[src/rtl/rule110_seed_loader.sv]
// rtl/rule110_seed_loader.sv - byte-stream seed assembler feeding the rule110 automaton
//
// Collects WIDTH/8 bytes MSB-first into a seed register, then offers the seed
// over a valid/ready handshake. The seed register is kept after a handshake, so
// seed_out holds its last value until the next fill shifts new bytes in.
//
// Ports:
//   clk         rising-edge clock
//   rst         asynchronous reset, active-high
//   clear       synchronous abort; drops any partial or pending seed
//   byte_in     seed byte
//   byte_valid  byte_in is valid this cycle
//   byte_ready  loader can accept a byte this cycle
//   seed_out    assembled seed; first byte received sits in [WIDTH-1:WIDTH-8]
//   seed_valid  seed_out holds a complete seed
//   seed_ready  automaton consumes seed_out this cycle
//   load_count  bytes accepted in the current fill, 0..NBYTES
//   busy        high while filling or presenting a seed
module rule110_seed_loader #(
  parameter int WIDTH = 256,
  parameter int CNT_W = 6
) (
  input  logic             clk,
  input  logic             rst,
  input  logic             clear,
  input  logic [7:0]       byte_in,
  input  logic             byte_valid,
  output logic             byte_ready,
  output logic [WIDTH-1:0] seed_out,
  output logic             seed_valid,
  input  logic             seed_ready,
  output logic [CNT_W-1:0] load_count,
  output logic             busy
);

  localparam int NBYTES = WIDTH / 8;
  localparam logic [CNT_W-1:0] LAST_IDX = CNT_W'(NBYTES - 1);

  typedef enum logic [1:0] {
    IDLE    = 2'd0,
    FILL    = 2'd1,
    PRESENT = 2'd2
  } state_t;

  state_t           state, state_nxt;
  logic [WIDTH-1:0] shift_q;
  logic [CNT_W-1:0] count_q;

  logic accept;
  logic last_byte;
  logic handshake;

  // Outputs are decoded straight from registered state so they never depend
  // on same-cycle inputs.
  assign byte_ready = (state != PRESENT);
  assign seed_valid = (state == PRESENT);
  assign busy       = (state != IDLE);
  assign seed_out   = shift_q;
  assign load_count = count_q;

  assign accept    = byte_valid & byte_ready;
  assign last_byte = accept & (count_q == LAST_IDX);
  assign handshake = seed_valid & seed_ready;

  always_ff @(posedge clk or posedge rst) begin
    if (rst) begin
      state <= IDLE;
    end else begin
      state <= state_nxt;
    end
  end

  always_comb begin
    state_nxt = state;
    case (state)
      IDLE: begin
        if (accept) begin
          state_nxt = last_byte ? PRESENT : FILL;
        end
      end
      FILL: begin
        if (last_byte) begin
          state_nxt = PRESENT;
        end
      end
      PRESENT: begin
        if (seed_ready) begin
          state_nxt = IDLE;
        end
      end
      default: state_nxt = IDLE;
    endcase
    // clear wins over any accept or handshake in the same cycle
    if (clear) begin
      state_nxt = IDLE;
    end
  end

  always_ff @(posedge clk or posedge rst) begin
    if (rst) begin
      shift_q <= '0;
      count_q <= '0;
    end else if (clear) begin
      shift_q <= '0;
      count_q <= '0;
    end else if (handshake) begin
      // seed register deliberately retained; only the fill count restarts
      count_q <= '0;
    end else if (accept) begin
      shift_q <= {shift_q[WIDTH-9:0], byte_in};
      count_q <= count_q + 1'b1;
    end
  end

endmodule
[config.mk]
export PLATFORM = sky130hd
export DESIGN_NAME = rule110_seed_loader
export DESIGN_NICKNAME = d
export VERILOG_FILES = /design/src/rtl/rule110_seed_loader.sv
export SDC_FILE = /design/constraint.sdc
export NUM_CORES = 1
export LEC_CHECK = 0
export CAP_MARGIN = 20
export CORE_AREA = 2 2 159 161
export CTS_BUF_LIST = sky130_fd_sc_hd__clkbuf_16
export DETAILED_ROUTE_END_ITERATION = 10
export DIE_AREA = 0 0 161 163
export PLACE_DENSITY = 0.75
export SLEW_MARGIN = 15
export SYNTH_ARGS = -nofsm -noshare
export SYNTH_HDL_FRONTEND = slang
export SYNTH_SLANG_ARGS = --single-unit
[constraint.sdc]
create_clock -name clk -period 9 [get_ports clk]
set_input_delay 1.8 -clock clk [delete_from_list [all_inputs] [get_ports clk]]
set_output_delay 1.8 -clock clk [all_outputs]
set_load 0.02 [all_outputs]
==> reports/metrics.sh, run 1 <==
CRITICAL_PATH.MAX_FANOUT=151
TOTAL_POWER_PER_UNIT_CELL_AREA_nW_PER_UM2=173
POST_ROUTE_CELLS_DRIVE_ABOVE_1_SHARE=0.0379
MAX-VDD-IR-DROP_mV=0.139
ROUTED_VIA_COUNT=8761
GP_CONGESTION=0.793
FINAL_CELL_AREA_SQ_UM=14200
DP_WORST_SETUP_SLACK_PS=4410
DPL.HPWL_UM=17700
CLOCK_TREE.HTREE_LEVEL_COUNT=1
DIEWIDTH_UM=161
MIN-DELAY-PATH-CLASS='flip-flop to flip-flop'
DPL_CELL_AREA_SQ_UM=13300
NNETSFINAL=1396
INITIALDRTVIOLATIONCOUNT=854
YOSYSTOPAREACELL='dfrtp_1'
FINALCRITICALPERIOD_PS=4140
INSERTEDDIODECOUNT=0
ROW_COUNT=58
CTS_TREE='yes'
WORST_SETUP_PATH_START_KIND='primary input'
VIASPERCELL=5.06
POST-LAYOUT-TOTAL-POWER_uW=2460
IOS=278
SEQ_AREA_FRAC_SYNTH=0.624
CTS.REPAIR_TIMING.SETUP_BUFFER_COUNT=0
ANTENNA_FOUND_INITIAL=0
TIMING_HOLD_VIOLATIONS_FINAL=0
CTS_RESIZED=0
GR-USAGE-ALL-LAYERS=0.210
DETAIL-ROUTE-ANTENNA-NETS=0
NUMBER_OF_SLEW_LIMIT_VIOLATIONS_IN_THE_FINAL_REPORT=0
SYNTH_FP_NETS=1166
POST_SYNTH_INST_COUNT=1152
CLKSINKCOUNT=264
SYNTH.YOSYS.WARNINGS=0
CRITICAL_PATH.ENDPOINT_TYPE='flip-flop'
CRIT_REQUIRED_PS=9440
GRT_MAX_DEGREE=152
PATH_CLASS='primary input to flip-flop'
POST_DRT_WL_PER_CELL_UM=16.3
MAX_SLEW_MARGIN=0.274
HOLD_BUFFERS=0
NETLIST.AREA_LEADER.SHARE=0.624
FIRST_GLOBAL_VIAS=8436
POWER_LEAKAGE_uW=0.00573
CLOCK_TREE.ROOT_CELL='clkbuf_16'
FIRST_PASS_ITERS=5
GLOBAL_ROUTE.OVERFLOW_TOTAL=0
FLOORPLAN.CORE_AREA_SQ_UM=24700
NUMBER_OF_BUFFERS_CREATED_BY_CTS=29
FINAL_CRITICAL_PATH_SETUP_SLACK_PS=4860
SYN-MEAN-INSTANCE-AREA_SQ_UM=9.19
DIE_AREA_SQ_UM=26200
SETUP_REPAIR_AFTER_GLOBAL_ROUTING_MISSED_ITS_MARGIN='false'
YS_FF_LATCH=264
CLK_PATH_BUF_DEPTH=3
TIGHTESTPINTRANSITION_PS=1090
SETUP_VIOL=0
POST_SYNTH_NUM_CELL_TYPES=27
PATH_CLK_SLEW_PS=50
ACHIEVABLE-FREQUENCY_GHz=0.242
MAXCAPVIOLATIONS=0
INITIAL_CELL_DENSITY_OF_THE_CORE=0.429
AREA_GROWTH_SYN_TO_LAYOUT_PCT=34.4
FINAL_MIN_PERIOD_OVER_CLOCK_PERIOD=0.460
PORT_BUFFERS=277
SYNTH_AREA_SQ_UM=10600
WIRELENGTH_UM=28200
DIEHEIGHT_UM=163
WORST_SKEW_PAIR_LATENCY_PS=530
FILLCELLCOUNT=2163
SYNTHTOPCELLSBYAREA='dfrtp_1 62%, nand2_1 18%, a21oi_1 12%, buf_6 2.4%, buf_2 1.5%'
GRT_PASS1_WL_UM=45200
FIN_SETUP_TNS_PS=0
ARRIVAL_PS=4580
DRT_DRC_VIOLATIONS_LEFT=0
OUTCOME='finished, final reports clean'
WHS_PS=522
WORST_CASE_CLOCK_SKEW_PS=12.4
==> power by group <==
group / total (uW) / switching [uW] / internal [uW]
registers: 1200 / 4.84 / 1190
clock network: 1150 / 457 / 691
logic: 112 / 90.9 / 20.6
total: 2460 / 553 / 1900
==> final timing paths <==
path                                  from            end  slack (ps)  cells after the start
worst max-delay path            byte_valid   seed_out[42]        4860                      5
worst min-delay path              state[1]       state[1]         520                      1
worst max register to register    state[1]   seed_out[42]        6140                      6
worst min register to register    state[1]       state[1]         520                      1
max in group asynchronous              rst   seed_out[37]        5790                      4
min in group asynchronous              rst  seed_out[169]        1840                      3
==> layer usage <==
metal,track usage,vias to the layer above,routed length [um]
met2,0.322,295,12900
met4,0.0593,0,700
met5,0,-,0
met1,0.292,4254,12300
li1,-,4161,-
met3,0.0614,51,2320
==> cells by family (layout without fill, tap and decap cells) <==
kind of cell    count (synthesis)  in the layout  share of synthesized area
flops                         264            264                      0.624
simple gates                  533            533                      0.193
xor+xnor                        4              4                    0.00331
compound gates                261            261                      0.125
buf+inv                        89            337                     0.0529
fa+ha+maj                       1              1                    0.00118
==> state kept, by name (all words and copies together), names as in the netlist <==
| name | count |
|---|---|
| state | 2 |
| load_count | 6 |
| seed_out | 256 |
==> cells in the mapped netlist <==
| master | number |
|---|---|
| o311ai_2 | 1 |
| a21o_1 | 1 |
| inv_4 | 1 |
| xnor2_1 | 1 |
| or4_1 | 1 |
| dfrtp_1 | 264 |
| and2_4 | 1 |
| nor2_1 | 5 |
| a21oi_1 | 257 |
| nand2_2 | 1 |
| inv_1 | 2 |
| o31ai_1 | 1 |
| nor2b_4 | 1 |
| nand3_1 | 4 |
| o211a_1 | 1 |
| buf_2 | 32 |
| xor2_1 | 3 |
| ha_1 | 1 |
| buf_4 | 3 |
| nand2_1 | 514 |
| and3_1 | 2 |
| nand4b_1 | 1 |
| nand4_1 | 1 |
| or3_1 | 1 |
| buf_6 | 23 |
| or2_2 | 1 |
| clkbuf_1 | 28 |
==> cells in the final DEF, fill, tap and decap left out, types with 2 or more instances in the layout <==
master           count
a21oi_1            257
and3_1               2
buf_4                7
bufinv_16            4
clkbuf_16           29
clkdlybuf4s50_1    276
clkinv_1             8
clkinv_2             4
dfrtp_1            264
inv_1                5
nand2_1            514
nand3_1              4
nor2_1               5
xor2_1               3
==> cell type report <==
| cell class | count | area (sq um) | area share |
|---|---|---|---|
| clock buffer | 29 | 726 | 0.0510 |
| inverter | 3 | 17.5 | 0.00123 |
| multi-input combinational | 799 | 3430 | 0.241 |
| sequential | 264 | 6610 | 0.464 |
| tap | 330 | 413 | 0.0290 |
| timing repair buffer | 285 | 2850 | 0.200 |
| clock inverter | 20 | 185 | 0.0130 |
==> metrics by stage <==
stage,utilization,std cells
global placement,0.540,1681
finish,0.577,1730
CTS,0.577,1730
global route,0.577,1730
floorplan,-,1152
detailed placement,0.540,1681
==> worst max-delay path: stages <==
cell and delay (ps):
clkdlybuf4s50_1 590, nand2_8 680, buf_4 960, nand2_1 140
a21oi_1 190
No activity file was read; power rests on OpenSTA's default activity.
==> run 2: changes to the inputs <==
--- a/config.mk
+++ b/config.mk
@@ -6,11 +6,11 @@
 export NUM_CORES = 1
 export LEC_CHECK = 0
 export CAP_MARGIN = 20
-export CORE_AREA = 2 2 159 161
+export CORE_AREA = 2 2 150 152
 export CTS_BUF_LIST = sky130_fd_sc_hd__clkbuf_16
 export DETAILED_ROUTE_END_ITERATION = 10
-export DIE_AREA = 0 0 161 163
-export PLACE_DENSITY = 0.75
+export DIE_AREA = 0 0 152 154
+export PLACE_DENSITY = 0.8
 export SLEW_MARGIN = 15
 export SYNTH_ARGS = -nofsm -noshare
 export SYNTH_HDL_FRONTEND = slang
==> constraint.sdc (replaced) <==
create_clock -name clk -period 3.9 [get_ports clk]
set_input_delay 0.78 -clock clk [delete_from_list [all_inputs] [get_ports clk]]
set_output_delay 0.78 -clock clk [all_outputs]
set_load 0.02 [all_outputs]
==> reports/metrics.sh, run 2 (synthesized netlist as in run 1, its figures left out) <==
MAXCAPVIOLATIONS=0  # unchanged
CRITICAL_PATH_CELL_COUNT=3  # -2
POST_LAYOUT_NONFILLER_INSTANCES=1692  # -2.2%
WORST_SETUP_PATH_START_KIND='flip-flop'
DETAIL-ROUTE-ANTENNA-NETS=0  # unchanged
TIGHTESTPINTRANSITION_PS=1010  # -76.1 ps
PORT_BUFFERS=277  # unchanged
VIASPERCELL=5.28  # +4.2%
WIRELENGTH_UM=28300  # +0.40%
SETUP_VIOL=0  # unchanged
MAX_SLEW_MARGIN=0.325  # +0.0507
IOS=278  # unchanged
WORST_CASE_CLOCK_SKEW_PS=16.1  # +3.74 ps
CLOCK_TREE.ROOT_CELL='clkbuf_16'
WORST-R2R-CELL-COUNT=6  # unchanged
MIN-DELAY-PATH-CLASS='flip-flop to flip-flop'
DIEHEIGHT_UM=154  # -5.5%
PATH_CELLS='nor2b_4, inv_4, clkdlybuf4s50_1'
PATH_CLASS='flip-flop to output port'
ROW_COUNT=54  # -6.9%
TIMING_HOLD_VIOLATIONS_FINAL=0  # unchanged
TIMING.CRITICAL_PATH.SLOWEST_CELL_DELAY_PS=650  # -310 ps
WORST_PATH_MAX_DELAY_CELL='clkdlybuf4s50_1'
SETUP_REPAIR_AFTER_GLOBAL_ROUTING_MISSED_ITS_MARGIN='false'
LARGEST_REG_FLOPS=256  # unchanged
SW_FRAC_OF_TOTAL=0.225  # about the same
NUMPLACEDINSTANCES=1640  # -2.4%
FINALCRITICALPERIOD_PS=2630
NUMBER_OF_BUFFERS_CREATED_BY_CTS=28  # -3.4%
REGTOREGSTARTPOINT='state[1]'
GP_CONGESTION=0.798  # +0.68%
OUTCOME='finished, final reports clean'
GRT_PASS1_WL_UM=45800  # +1.2%
PATH_CLK_SLEW_PS=60  # about the same
CTS.REPAIR_TIMING.SETUP_BUFFER_COUNT=0  # unchanged
POST-LAYOUT-TOTAL-POWER_uW=5790  # +140%
ACHIEVABLE-FREQUENCY_GHz=0.380
GLOBAL_ROUTE.OVERFLOW_TOTAL=0  # unchanged
FINAL_MIN_PERIOD_OVER_CLOCK_PERIOD=0.674
POST_ROUTE_CELLS_DRIVE_ABOVE_1_SHARE=0.0482  # +0.0103
HOLD_BUFFERS=0  # unchanged
CP_TOP_FAMILY='buffers and inverters'
POST_DRT_WL_PER_CELL_UM=16.7  # +2.7%
CTS_RESIZED=0  # unchanged
CLOCK_TREE.HTREE_LEVEL_COUNT=1  # unchanged
TOTAL_POWER_PER_UNIT_CELL_AREA_nW_PER_UM2=403  # +130%
AREA_GROWTH_SYN_TO_LAYOUT_PCT=35.7
ARRIVAL_PS=1850  # -2730 ps
FINAL_CELL_MIX='514 x nand2_1, 276 x clkdlybuf4s50_1, 264 x dfrtp_1'
DRT_DRC_VIOLATIONS_LEFT=0  # unchanged
CLK_PATH_BUF_DEPTH=3  # unchanged
GRT_MAX_DEGREE=138  # -9.2%
GR-USAGE-ALL-LAYERS=0.235  # +0.0252
NNETSFINAL=1404  # +0.57%
PROPORTION_OF_POWER_DRAWN_BY_THE_CLOCK_NETWORK=0.475  # +0.008
POWER_FRAC_SEQ=0.477  # -0.010
CRITICAL_PATH.STARTPOINT='state[1]'
DPL_CELL_AREA_SQ_UM=13400  # +0.68%
FINAL_COMMON_CELL='nand2_1'
DIEWIDTH_UM=152  # -5.6%
FIRST_GLOBAL_VIAS=8709  # +3.2%
PATH_BUF_INV=2  # unchanged
CRITICAL_PATH.MAX_FANOUT=7  # -95%
MAX-VDD-IR-DROP_mV=0.498  # +260%
INTERNAL-POWER_uW=4480  # +140%
WORSTSETUPENDPOINT='byte_ready'
FINAL_CELL_AREA_SQ_UM=14400  # +0.94%
WORST_SKEW_PAIR_LATENCY_PS=530  # about the same
POWER_LEAKAGE_uW=0.00583  # +1.8%
INITIAL_CELL_DENSITY_OF_THE_CORE=0.488  # +0.0591
INITIALDRTVIOLATIONCOUNT=539  # -37%
CRIT_REQUIRED_PS=3120  # -6320 ps
ROUTED_VIA_COUNT=8929  # +1.9%
CRITICAL_PATH.ENDPOINT_TYPE='output port'
REGTOREGSETUPSLACK_PS=1900  # -4240 ps
FILLCELLCOUNT=1689  # -22%
POWER_FRAC_COMB=0.048  # +0.003
WHS_PS=525  # +3.47 ps
FIRST_PASS_ITERS=5  # unchanged
NUMBER_OF_SLEW_LIMIT_VIOLATIONS_IN_THE_FINAL_REPORT=0  # unchanged
SWITCHINGPOWER_uW=1300  # +140%
DPL.HPWL_UM=18100  # +2.5%
ANTENNA_FOUND_INITIAL=0  # unchanged
DIE_AREA_SQ_UM=23400  # -11%
FLOORPLAN.CORE_AREA_SQ_UM=21700  # -12%
CTS_TREE='yes'
INSERTEDDIODECOUNT=0  # unchanged
WORSTREG2REGEND='seed_out[172]'
CLKSINKCOUNT=264  # unchanged
run 2: layer usage:
layer,track usage,share of wire,vias up,wire [um]
li1,-,-,4184,-
met1,0.323,0.42,4406,11900
met2,0.372,0.48,302,13500
met3,0.0688,0.084,37,2370
met4,0.0538,0.020,0,552
met5,0,0,-,0
run 2: how the worst min path moves through the flow:
stage | start | to | slack (ps) | cells past startpoint
2_1_floorplan | state[1] | state[1] | 470 | 1
3_3_place_gp | state[1] | state[1] | 500 | 1
3_5_place_dp | state[1] | state[1] | 510 | 1
4_1_cts | state[1] | state[1] | 520 | 1
5_1_grt | state[1] | state[1] | 550 | 1
6_report | state[1] | state[1] | 530 | 1
run 2: power by group through the flow:
stage	sequential, uW	clock (uW)	combinational [uW]
5_1_grt	2760	2900	308
6_report	2760	2750	277
2_1_floorplan	2820	0	191
3_5_place_dp	2810	0	281
3_3_place_gp	2810	0	280
4_1_cts	2760	2800	282
run 2: worst reg2reg max path: stages, from the launching register on:
cell and delay (ps):
dfrtp_1 410, nor2b_4 160, inv_4 110, and2_4 540
buf_4 420, nand2_1 110, a21oi_1 170
run 2: per-stage QoR:
| stage | setup slack, ps | TNS [ps] | util |
|---|---|---|---|
| finish | 1270 | 0 | 0.662 |
| global route | 1220 | 0 | 0.662 |
| detailed placement | 1050 | 0 | 0.618 |
| CTS | 1240 | 0 | 0.662 |
| floorplan | -364 | -95970 | - |
| global placement | 1150 | 0 | 0.618 |
run 2: cell type report:
cell class | count | area (sq um) | share of cell area
well taps | 280 | 350 | 0.0244
clock buffers | 29 | 726 | 0.0505
inverters | 3 | 17.5 | 0.00122
clock inverters | 23 | 229 | 0.0159
flip-flops and latches | 264 | 6610 | 0.460
repair buffers | 294 | 3000 | 0.209
multi-input cells | 799 | 3430 | 0.239
==> run 3: changes to the inputs <==
--- a/config.mk
+++ b/config.mk
@@ -6,11 +6,11 @@
 export NUM_CORES = 1
 export LEC_CHECK = 0
 export CAP_MARGIN = 20
-export CORE_AREA = 2 2 150 152
+export CORE_AREA = 2 2 159 161
 export CTS_BUF_LIST = sky130_fd_sc_hd__clkbuf_16
 export DETAILED_ROUTE_END_ITERATION = 10
-export DIE_AREA = 0 0 152 154
-export PLACE_DENSITY = 0.8
+export DIE_AREA = 0 0 161 163
+export PLACE_DENSITY = 0.75
 export SLEW_MARGIN = 15
 export SYNTH_ARGS = -nofsm -noshare
 export SYNTH_HDL_FRONTEND = slang
==> constraint.sdc (replaced) <==
create_clock -name clk -period 2.1 [get_ports clk]
set_input_delay 0.42 -clock clk [delete_from_list [all_inputs] [get_ports clk]]
set_output_delay 0.42 -clock clk [all_outputs]
set_load 0.02 [all_outputs]
==> reports/metrics.sh, run 3 (synthesized netlist as in run 1, its figures left out) <==
TOTAL_POWER_PER_UNIT_CELL_AREA_nW_PER_UM2=737  # +83%
VIASPERCELL=5.14  # -2.5%
CP_TOP_FAMILY='buffers and inverters'
MAXCAPVIOLATIONS=0  # unchanged
POST_ROUTE_CELLS_DRIVE_ABOVE_1_SHARE=0.0636  # +0.0154
GP_CONGESTION=0.809  # +1.3%
FINAL_COMMON_CELL='nand2_1'
AREA_GROWTH_SYN_TO_LAYOUT_PCT=39.4
CLK_PATH_BUF_DEPTH=3  # unchanged
NNETSFINAL=1424  # +1.4%
WORST_SETUP_PATH_START_KIND='flip-flop'
CTS_TREE='yes'
CRIT_REQUIRED_PS=1680  # -1440 ps
ROW_COUNT=58  # +7.4%
CRITICAL_PATH.ENDPOINT_TYPE='output port'
GLOBAL_ROUTE.OVERFLOW_TOTAL=0  # unchanged
CLKSINKCOUNT=264  # unchanged
INITIALDRTVIOLATIONCOUNT=746  # +38%
IOS=278  # unchanged
DPL_CELL_AREA_SQ_UM=13800  # +2.8%
WORST_PATH_MAX_DELAY_CELL='clkdlybuf4s50_1'
FINAL_CELL_AREA_SQ_UM=14800  # +2.7%
MAX-VDD-IR-DROP_mV=0.645  # +30%
SETUP_REPAIR_AFTER_GLOBAL_ROUTING_MISSED_ITS_MARGIN='false'
INITIAL_CELL_DENSITY_OF_THE_CORE=0.429  # -0.0591
CRITICAL_PATH.MAX_FANOUT=4  # -3
TIGHTESTPINTRANSITION_PS=539  # -474 ps
DIEWIDTH_UM=161  # +5.9%
WORST_CASE_CLOCK_SKEW_PS=14.7  # -1.38 ps
GRT_PASS1_WL_UM=46300  # +1.1%
NUMBER_OF_SLEW_LIMIT_VIOLATIONS_IN_THE_FINAL_REPORT=0  # unchanged
FINALCRITICALPERIOD_PS=2030
NUMBER_OF_BUFFERS_CREATED_BY_CTS=28  # unchanged
WORSTREG2REGEND='seed_out[83]'
REGTOREGSETUPSLACK_PS=440  # -1460 ps
PATH_BUF_INV=1  # -1
GR-USAGE-ALL-LAYERS=0.216  # -0.0192
ROUTED_VIA_COUNT=9060  # +1.5%
MAX_SLEW_MARGIN=0.641  # +0.316
CTS.REPAIR_TIMING.SETUP_BUFFER_COUNT=0  # unchanged
DETAIL-ROUTE-ANTENNA-NETS=0  # unchanged
WORSTSETUPENDPOINT='load_count[1]'
TIMING_HOLD_VIOLATIONS_FINAL=0  # unchanged
FINAL_CRITICAL_PATH_SETUP_SLACK_PS=67.3  # -1200 ps
TIMING.CRITICAL_PATH.SLOWEST_CELL_DELAY_PS=680  # +30 ps
WORST_SKEW_PAIR_LATENCY_PS=540  # about the same
NUMPLACEDINSTANCES=1710  # +4.3%
REGTOREGSTARTPOINT='state[1]'
PATH_CLK_SLEW_PS=60  # about the same
PATH_CLASS='flip-flop to output port'
INSERTEDDIODECOUNT=0  # unchanged
FINAL_MIN_PERIOD_OVER_CLOCK_PERIOD=0.968
WIRELENGTH_UM=29000  # +2.6%
LARGEST_REG_FLOPS=256  # unchanged
POWER_LEAKAGE_uW=0.00601  # +3.1%
CRITICAL_PATH_CELL_COUNT=1  # -2
CRITICAL_PATH.STARTPOINT='load_count[1]'
FINISH.UTILIZATION=0.598  # -0.0642
FIRST_GLOBAL_VIAS=8565  # -1.7%
CLOCK_TREE.HTREE_LEVEL_COUNT=1  # unchanged
ACHIEVABLE-FREQUENCY_GHz=0.492
SETUP_VIOL=0  # unchanged
FINAL_CELL_MIX='514 x nand2_1, 271 x clkdlybuf4s50_1, 264 x dfrtp_1'
CLOCK_TREE.ROOT_CELL='clkbuf_16'
DRT_DRC_VIOLATIONS_LEFT=0  # unchanged
POST_LAYOUT_NONFILLER_INSTANCES=1761  # +4.1%
DIE_AREA_SQ_UM=26200  # +12%
ANTENNA_FOUND_INITIAL=0  # unchanged
GRT_MAX_DEGREE=99  # -28%
WORST-R2R-CELL-COUNT=7  # +1
OUTCOME='finished, final reports clean'
ARRIVAL_PS=1610  # -240 ps
FLOORPLAN.CORE_AREA_SQ_UM=24700  # +14%
PORT_BUFFERS=277  # unchanged
DPL.HPWL_UM=19400  # +7.4%
FIRST_PASS_ITERS=8  # +3
DIEHEIGHT_UM=163  # +5.8%
HOLD_BUFFERS=0  # unchanged
MIN-DELAY-PATH-CLASS='primary input to asynchronous set/reset pin'
DP_WORST_SETUP_SLACK_PS=181  # -866 ps
POST_DRT_WL_PER_CELL_UM=16.5  # -1.5%
PATH_CELLS='clkdlybuf4s50_1'
-- run 3: changes by cell type in the layout (fill, tap and decap cells not counted), moves of 2 or more --
cell and change:
buf_4 +7, clkdlybuf4s50_1 -5, dlymetal6s2s_1 +2, dlygate4sd2_1 +3, clkinv_1 -3, clkinvlp_4 +4, clkinv_2 -2, buf_12 +13
-- run 3: what timing repair did --
action	CTS	global route
gates cloned	0	0
endpoints found under the setup margin	3	2
gates resized for setup	3	2
-- run 3: per-layer routing --
layer	track usage	wire, um
met1	0.295	12300
met2	0.345	13700
met3	0.0649	2590
met4	0.0430	375
met5	0	0
-- run 3: cell type report --
cell class / count / area (sq um)
Fill cell: 2090 / 9920
Multi-Input combinational cell: 799 / 3430
Inverter: 3 / 17.5
Clock buffer: 29 / 726
Tap cell: 330 / 413
Clock inverter: 22 / 243
Timing Repair Buffer: 314 / 3320
Sequential cell: 264 / 6610
-- run 3: worst min-delay path by stage --
stage                                to
final                     seed_out[167]
after global routing      seed_out[167]
after CTS                 seed_out[167]
after detailed placement       state[1]
after global placement         state[1]
after floorplan                state[1]
-- run 3: where the power goes --
part	switching (uW)	total [uW]	leakage [uW]	internal, uW
registers	20.5	5130	0.00368	5110
clock network	2040	5150	0.000479	3110
logic	413	587	0.00185	174
total	2470	10900	0.00601	8400
-- run 3: tightest hold or removal path, stage by stage --
cell	delay (ps)
clkdlybuf4s50_1	440
clkinvlp_4	150
buf_12	230
-- run 3: metrics by stage --
stage	TNS, ps	power, uW	hold WS [ps]
after floorplan	-476130	5600	468
after global placement	0	5820	488
after detailed placement	0	5820	506
after CTS	0	11000	342
after global routing	0	11200	359
final	0	10900	336
